## config.mk

```make
export PLATFORM = sky130hd
export DESIGN_NAME = evo_ctrl
export DESIGN_NICKNAME = d
export VERILOG_FILES = /design/src/rtl/evo_ctrl.sv
export SDC_FILE = /design/constraint.sdc
export NUM_CORES = 1
export LEC_CHECK = 0
export CORE_UTILIZATION = 50
export DETAILED_ROUTE_END_ITERATION = 10
export PLACE_DENSITY_LB_ADDON = 0.12
export SLEW_MARGIN = 40
export SYNTH_ARGS = -nofsm -noshare
export SYNTH_HDL_FRONTEND = slang
export SYNTH_SLANG_ARGS = --single-unit
export TNS_END_PERCENT = 100
```

## constraint.sdc

```tcl
create_clock -name clk_vga -period 2.85 [get_ports clk_vga]
set_input_delay 0.57 -clock clk_vga [delete_from_list [all_inputs] [get_ports clk_vga]]
set_output_delay 0.57 -clock clk_vga [all_outputs]
set_load 0.01 [all_outputs]
```

## src/rtl/evo_ctrl.sv

```systemverilog
// evo_ctrl: generation timing and frame-buffer bank rotation for the
// Game-of-Life datapath. It turns button presses into run/pause/step/clear
// modes, paces generations with a speed-selectable period counter, drives a
// start/done/abort handshake to the evolution engine, and rotates the engine's
// read/write banks each time a generation completes.
module evo_ctrl #(
    parameter int unsigned BASE_PERIOD = 10000000,
    parameter int unsigned PERIOD_W    = 32,
    parameter int unsigned BANKS       = 2,
    parameter int unsigned BANK_W      = 3,
    parameter int unsigned GEN_W       = 16
) (
    input  logic              clk_vga,
    input  logic              reset_btn,
    input  logic              start_btn,
    input  logic              pause_btn,
    input  logic              step_btn,
    input  logic              clear_btn,
    input  logic [1:0]        speed_sel,
    input  logic              round_done,
    output logic              round_start,
    output logic              round_abort,
    output logic [BANK_W-1:0] rd_bank,
    output logic [BANK_W-1:0] wr_bank,
    output logic              vga_blank,
    output logic [1:0]        state,
    output logic              busy,
    output logic [GEN_W-1:0]  gen_count,
    output logic              overrun
);

    // Mode encoding is visible on the state output, so the values are fixed.
    localparam logic [1:0] ST_IDLE  = 2'd0;
    localparam logic [1:0] ST_RUN   = 2'd1;
    localparam logic [1:0] ST_PAUSE = 2'd2;
    localparam logic [1:0] ST_STEP  = 2'd3;

    localparam logic [PERIOD_W-1:0] BASE_P    = PERIOD_W'(BASE_PERIOD);
    // A zero-length period would make the expiry compare underflow; never
    // let the counter period drop below one cycle.
    localparam logic [PERIOD_W-1:0] RESET_P   = (BASE_P == '0) ? PERIOD_W'(1) : BASE_P;
    localparam logic [BANK_W-1:0]   LAST_BANK = BANK_W'(BANKS - 1);

    // Button index map: 0 clear, 1 pause, 2 start, 3 step.
    logic [3:0] btn_in;
    logic [3:0] btn_rise;

    assign btn_in = {step_btn, start_btn, pause_btn, clear_btn};

    genvar gi;
    generate
        for (gi = 0; gi < 4; gi++) begin : g_btn
            logic prev_reg;

            // Remember last cycle's button level so a held button fires once.
            always_ff @(posedge clk_vga or posedge reset_btn) begin
                if (reset_btn) begin
                    prev_reg <= 1'b0;
                end else begin
                    prev_reg <= btn_in[gi];
                end
            end

            assign btn_rise[gi] = btn_in[gi] & ~prev_reg;
        end
    endgenerate

    // Only the highest-priority event of a cycle survives:
    // clear > pause > start > step.
    logic ev_clear;
    logic ev_pause;
    logic ev_start;
    logic ev_step;

    assign ev_clear = btn_rise[0];
    assign ev_pause = btn_rise[1] & ~btn_rise[0];
    assign ev_start = btn_rise[2] & ~(|btn_rise[1:0]);
    assign ev_step  = btn_rise[3] & ~(|btn_rise[2:0]);

    // Registered state.
    logic [1:0]          state_reg,   state_next;
    logic [PERIOD_W-1:0] count_reg,   count_next;
    logic [PERIOD_W-1:0] period_reg,  period_next;
    logic                busy_reg,    busy_next;
    logic                start_reg,   start_next;
    logic                abort_reg,   abort_next;
    logic                overrun_reg, overrun_next;
    logic [GEN_W-1:0]    gen_reg,     gen_next;
    logic [BANK_W-1:0]   rd_reg,      rd_next;
    logic [BANK_W-1:0]   wr_reg,      wr_next;
    logic                blank_reg,   blank_next;

    // Period for the interval that starts at a reload.
    logic [PERIOD_W-1:0] period_shift;
    logic [PERIOD_W-1:0] period_sel;

    assign period_shift = BASE_P >> speed_sel;
    assign period_sel   = (period_shift == '0) ? PERIOD_W'(1) : period_shift;

    logic clear_act;
    logic done_acc;
    logic expire;

    // Clear is meaningful only outside IDLE; it also swallows any round_done
    // that arrives with it so a dropped generation never counts.
    assign clear_act = ev_clear && (state_reg != ST_IDLE);
    assign done_acc  = round_done && busy_reg && !clear_act;
    assign expire    = (state_reg == ST_RUN) && (count_reg == (period_reg - PERIOD_W'(1)));

    // Next-state logic: mode transitions, period pacing, handshake and rotation.
    always_comb begin
        state_next   = state_reg;
        count_next   = count_reg;
        period_next  = period_reg;
        busy_next    = busy_reg;
        start_next   = 1'b0;
        abort_next   = 1'b0;
        overrun_next = overrun_reg;
        gen_next     = gen_reg;
        rd_next      = rd_reg;
        wr_next      = wr_reg;
        blank_next   = blank_reg;

        if (clear_act) begin
            // Banks are left alone so the RAM contents survive a clear.
            state_next   = ST_IDLE;
            blank_next   = 1'b1;
            gen_next     = '0;
            count_next   = '0;
            overrun_next = 1'b0;
            busy_next    = 1'b0;
            abort_next   = busy_reg;
        end else begin
            if (done_acc) begin
                busy_next = 1'b0;
                rd_next   = wr_reg;
                wr_next   = (wr_reg == LAST_BANK) ? '0 : wr_reg + BANK_W'(1);
                gen_next  = gen_reg + GEN_W'(1);
            end

            case (state_reg)
                ST_IDLE: begin
                    count_next = '0;
                    if (ev_start) begin
                        state_next  = ST_RUN;
                        blank_next  = 1'b0;
                        period_next = period_sel;
                    end
                end
                ST_RUN: begin
                    if (expire) begin
                        count_next  = '0;
                        period_next = period_sel;
                        // A generation finishing on the expiry cycle frees
                        // the engine in time for the next one.
                        if (!busy_reg || done_acc) begin
                            start_next = 1'b1;
                            busy_next  = 1'b1;
                        end else begin
                            overrun_next = 1'b1;
                        end
                    end else begin
                        count_next = count_reg + PERIOD_W'(1);
                    end
                    if (ev_pause) begin
                        state_next = ST_PAUSE;
                    end
                end
                ST_PAUSE: begin
                    if (ev_start) begin
                        state_next = ST_RUN;
                    end else if (ev_step && !busy_reg) begin
                        state_next = ST_STEP;
                        start_next = 1'b1;
                        busy_next  = 1'b1;
                    end
                end
                ST_STEP: begin
                    if (done_acc) begin
                        state_next = ST_PAUSE;
                    end
                end
                default: begin
                    state_next = ST_IDLE;
                end
            endcase
        end
    end

    // State registers; reset returns every output to its idle value at once.
    always_ff @(posedge clk_vga or posedge reset_btn) begin
        if (reset_btn) begin
            state_reg   <= ST_IDLE;
            count_reg   <= '0;
            period_reg  <= RESET_P;
            busy_reg    <= 1'b0;
            start_reg   <= 1'b0;
            abort_reg   <= 1'b0;
            overrun_reg <= 1'b0;
            gen_reg     <= '0;
            rd_reg      <= '0;
            wr_reg      <= BANK_W'(1);
            blank_reg   <= 1'b1;
        end else begin
            state_reg   <= state_next;
            count_reg   <= count_next;
            period_reg  <= period_next;
            busy_reg    <= busy_next;
            start_reg   <= start_next;
            abort_reg   <= abort_next;
            overrun_reg <= overrun_next;
            gen_reg     <= gen_next;
            rd_reg      <= rd_next;
            wr_reg      <= wr_next;
            blank_reg   <= blank_next;
        end
    end

    assign round_start = start_reg;
    assign round_abort = abort_reg;
    assign rd_bank     = rd_reg;
    assign wr_bank     = wr_reg;
    assign vga_blank   = blank_reg;
    assign state       = state_reg;
    assign busy        = busy_reg;
    assign gen_count   = gen_reg;
    assign overrun     = overrun_reg;

endmodule
```

; ---- Word level (Yosys, flattened, before mapping)
; Index checks and enable logic that the tools add are counted.
[totals]
reg_bits = 97
inputBits = 9
output_inout_bits = 29
elab_cells = 110
[classes]
add_sub_neg = 4
eq_ne = 12
shift = 1
n_mux = 38
bitwise = 15
n_reduce_logical = 25
[ops]
columns = operator, count
row1 = $mux W32, 5
row2 = $pmux W32 S2, 2
row3 = $add A32 B1 Y32 const B, 1
row4 = $eq A32 B32 Y1, 1
row5 = $logic_not A32 Y1, 1
row6 = $mux W16, 2
row7 = $shr A24 B2 Y32 const A, 1
row8 = $sub A32 B1 Y32 const B, 1
row9 = $mux W1, 19
row10 = $add A16 B1 Y16 const B, 1
row11 = $reduce_bool A2 Y1, 7
row12 = $mux W2, 6
row13 = $ne A3 B3 Y1 const B, 3
row14 = $not A1 Y1, 8
row15 = $pmux W2 S4, 1
row16 = $reduce_and A4 Y1, 2
row17 = $and A1 B1 Y1, 7
row18 = $ne A2 B2 Y1 const B, 3
row19 = $logic_and A1 B1 Y1, 5
row20 = $eq A2 B2 Y1 const B, 2
row21 = $ne A4 B4 Y1 const B, 1
row22 = $pmux W1 S2, 2
row23 = $reduce_and A2 Y1, 2
row24 = $add A3 B1 Y3 const B, 1
row25 = other kinds (10), 11

; ---- Depth between registers and ports, before layout
[depth]
word_depth = 10
ltp_mapped = 11
ltp_nobuf = 9

; ---- Worst setup path after synthesis
; OpenSTA, ideal clock, no wires.
[synth_path]
path_type = flip-flop to flip-flop
startpoint = reg period_reg[21]
endpoint = reg period_reg[16]
setup_time_ns = 0.125
t_arrival_ns = 2.846
required_time_ns = 2.725
path_slack_ns = -0.121
path_stages_with_launch = 10
n_path_buf = 2
synth_period_minus_slack_ns = 2.971
path_cell_list = dfrtp_1 buf_4 nor4_2 nand3_1 or4_1 a2111oi_4 nand4_4 a21oi_4 buf_8 mux2_4
[synth_via]
elab_chain_cells = 5
[synth_lines]
columns = element, line
row1 = "start, declared", 83  ; logic [PERIOD_W-1:0] period_reg, period_next;
row2 = "start signal, assigned", 207  ; period_reg <= period_next;
row3 = $sub A32 B1 Y32, 108  ; assign expire = (state_reg == ST_RUN) && (count_reg == (period_reg - PERIOD_W'(1)));
row4 = $eq A32 B32 Y1, 108
row5 = $logic_and A1 B1 Y1, 108
row6 = $ne A2 B2 Y1 (no line), --
row7 = $reduce_and A4 Y1 (no line), --
; Every way passes these cells.
; A chain may end at the register's enable or synchronous reset.

; ---- Worst setup path in the final report
[layout_path]
startpoint = reg period_reg[16]
endpoint = reg period_reg[21]
; Same word-level chain as after synthesis.

==> out/summary.md <==
The number of flops mapped to enable cells by yosys was 0; the share of the synthesized area in the top cell type was 0.365. The fraction of the yosys area taken by sequential cells is 0.409. The floorplan step set the die height to 99.9 um. The synthesized netlist occupies a cell area of 0.00480 sq mm.

Detailed routing inserted a total of 4191 vias. In this run the worst setup path begins at period_reg[16]. The total count of hold-check failures in the final report was 0.

For the pin with the worst max-slew slack, the measured transition is 0.564 ns. The worst setup path is captured at a flop. The slack of the worst reg-to-reg path was 0.009 ns. Fraction of the core area covered by cells at the end of the flow: 0.625. The run gives 0 as the initial antenna violation count.

The clock reaches the later pin of the worst-skew pair after 0.36 ns. The run gives 9 as the total clock buffers created by CTS. For this design the static power due to leakage is 0.00236 uW. The number of global-route vias before repair was 3993; the compound-gate portion of the synthesized area was 0.140.

The worst setup path is of the reg -> reg kind. In this run the critical register-to-register path is captured at period_reg[21]. By area the synthesized netlist is led by dfrtp_1, nand2_1, dfstp_2. The growth of design area from synthesis to finish is 21.0%. The tightest min-delay check is of the reg -> reg type.

The average instance in the mapped netlist occupies 8.96 sq um. The number of nets in the synthesized netlist is 557. After detailed routing, the total wire length is 11800 um. Ratio of cells with drive above 1 in the final layout: 0.161. Derived from the worst setup path, the maximum achievable clock frequency is 352 MHz. After the first detailed-routing iteration, the DRC count stood at 157. The arrival time at the worst endpoint came out at 3.08 ns. Power spread over the standard cell area amounts to 775 mW/mm^2. The run finished with clean final reports.

The Yosys step of the flow raised 0 warnings. The worst register-to-register path begins at period_reg[16]. The finished layout holds 724 standard cells, fillers aside. In the final routed layout, each cell accounts on average for 16.3 um. The detail route stage leaves a number of antenna-violating nets equal to 0. TritonCTS built the clock tree. Setup violations remaining at the end of the flow were counted as 0.

In the final design database the tool counted 612 nets. The number of buffer cells added on primary ports works out to 37. Startpoint class of the critical path: a flop. For the routability-driven placement congestion ratio, the log shows 0.878. The count of placed standard cells including taps was 705. The largest total area in the synthesized netlist belongs to dfrtp_1. The worst-case reg-to-reg path depth works out to 9.

During I/O placement, the number of pins put on the boundary was 38. CTS saw 78 sinks. The logs give 0.0144 ns for the maximum clock skew at final layout and 5 for the count of TritonRoute iterations in the first routing pass.

After floorplanning, the core was divided into 35 placement rows. Synthesis inferred 78 register bits. Setup TNS after final layout: 0 ns.

The remaining max-slew budget at the tightest pin is 0.624, and the antenna diode instance count is 0. The required arrival time at the worst endpoint came out at 3.09 ns. The tools report the initial standard-cell utilization of the core as 0.517. After synthesis, the netlist uses 57 different library cells.

The arithmetic-cell share of the synthesized area counting full adders, half adders and majority gates works out to 0.0339. For the largest net degree at the start of global routing, the log shows 46. Once detailed placement completed, the half-perimeter wirelength came to 8300 um. The run gives 0 as the post-detailed-route DRC marker count.

The proportion of synthesized flip-flops having asynchronous set or reset works out to 1.00. Counting every instance in the synthesized netlist gives 535. Setup repair after global routing could not meet its margin everywhere. The core region is 0.00928 sq mm. After layout, the minimum clock period comes to 2.84 ns. The total overflow left after global routing is 0. The run gives 19300 um as the first-pass GRT wire length.

The area of the die was 0.00999 sq mm. The portion of the clock cycle consumed by the worst path in the final layout works out to 0.997. The fraction of the mapped netlist area in simple logic gates came out at 0.251.

The floorplan step set the die width to 99.9 um. The tools report the number of max-slew violations in the final report as 0. The register with the most flip-flops in the layout has 32 of them.

The post-synthesis xor/xnor area fraction is 0.0676. By area, the combinational part of the netlist is dominated by simple AND/OR/NAND/NOR gates. Across the VDD grid, the largest voltage drop is 0.440 mV.

After clock tree synthesis, the clock-pin slew on the worst setup and hold paths is 0.09 ns. The tree is rooted in a clkbuf_8. Of all nets on the critical path, the largest fanout is 11. The tools report the global router's overall resource usage as 0.244.

In this run the worst setup path terminates at period_reg[21]. Across the run, the number of max-cap violations was 0. The H-tree was split into 3 levels.

Among all flip-flop cells after synthesis, the most frequent one is dfrtp_1. In the routed layout, each cell is associated on average with a via count of 5.79. Portion of netlist area occupied by mux cells: 0.0537. In this run the deepest clock path goes through 2 buffers.
-- per-stage QoR --
stage	cell area, sq um	power [uW]	hold WS (ns)	worst slack, ns
finish	5800	4500	0.478	0.00857
global route	5800	4750	0.495	-0.0791
CTS	5750	4450	0.483	0.00522
detailed placement	5490	3380	0.467	-0.117
global placement	5490	3330	0.456	-0.0127
floorplan	4820	2750	0.465	0.00700
-- synth_stat cells, drive strengths merged (2+ instances only) --
cell / instances
mux2: 12
mux2i: 10
and2: 3
dfrtp: 70
o21a: 3
nor2b: 6
ha: 13
nor4: 14
a21oi: 21
nor3: 13
dfstp: 8
a2111oi: 2
inv: 20
a41oi: 5
and3: 6
nor2: 46
xor2: 21
or3b: 3
or4: 7
buf: 12
nand4: 21
a32oi: 3
nand2b: 6
o211ai: 10
clkbuf: 18
and4: 2
o31ai: 4
or2: 5
a22oi: 4
nand3: 26
a31oi: 5
or3: 8
nand2: 61
o21ai: 40
xnor2: 16
-- layout by cell type (no fill, tap or decap), types with 12 or more instances in the layout --
cell	synthesis	layout
dfrtp_1	70	69
nand2_1	61	61
nor2_1	46	46
o21ai_0	40	39
clkdlybuf4s50_1	0	37
buf_4	3	33
nand3_1	26	26
xor2_1	21	21
nand4_1	20	20
a21oi_1	20	20
inv_1	20	19
xnor2_1	16	16
ha_1	13	13
nor4_1	12	12
nor3_1	13	12
-- routing by layer --
layer	part of all wire	track usage	vias to the layer above
li1	-	-	2026
met3	0.039	0.0334	20
met2	0.46	0.384	98
met4	0.017	0.0939	0
met1	0.48	0.344	2047
met5	0	0	-
-- kinds of logic after synthesis --
logic type	Yosys count
xor+xnor	37
flops	78
buf+inv	50
compound gates	103
fa+ha+maj	13
simple gates	232
mux	22
-- report_power, final --
group          total, uW  internal, uW  switching [uW]  leakage (uW)
clock               1050           612             441      0.000127
combinational       1950           876            1070       0.00120
sequential          1500          1300             194       0.00103
total               4500          2790            1710       0.00236
-- critical path, cell delays in order (launching register included) --
cell and delay, ns:
dfrtp_1 0.39, or4_4 0.59, nor3_1 0.19, o21ai_0 0.16
a2111oi_4 0.42, buf_4 0.18, nand4_4 0.13, a21oi_4 0.17
buf_12 0.16, mux2_2 0.34
-- how the worst min path moves through the flow --
stage               from  slack, ns  cells after the start   endpoint
2_1_floorplan  vga_blank       0.46                      2  vga_blank
3_3_place_gp   vga_blank       0.46                      2  vga_blank
3_5_place_dp   vga_blank       0.47                      2  vga_blank
4_1_cts        vga_blank       0.48                      2  vga_blank
5_1_grt        vga_blank       0.49                      2  vga_blank
6_report       vga_blank       0.48                      2  vga_blank
-- cell type report --
cell class	instances	area, sq um
multi-input cells	407	2670
well taps	129	161
fillers	819	3480
repair buffers	74	681
inverters	20	75.1
clock inverters	6	116
flip-flops and latches	78	1960
clock buffers	10	138
-- repair_timing --
| item | CTS | global route |
|---|---|---|
| setup endpoints to repair | 40 | 39 |
| setup buffers | 0 | 3 |
| hold buffers | 0 | 0 |
| pin swaps | 1 | 2 |
| gates resized for setup | 2 | 6 |
(Power assumes the default switching activity.)
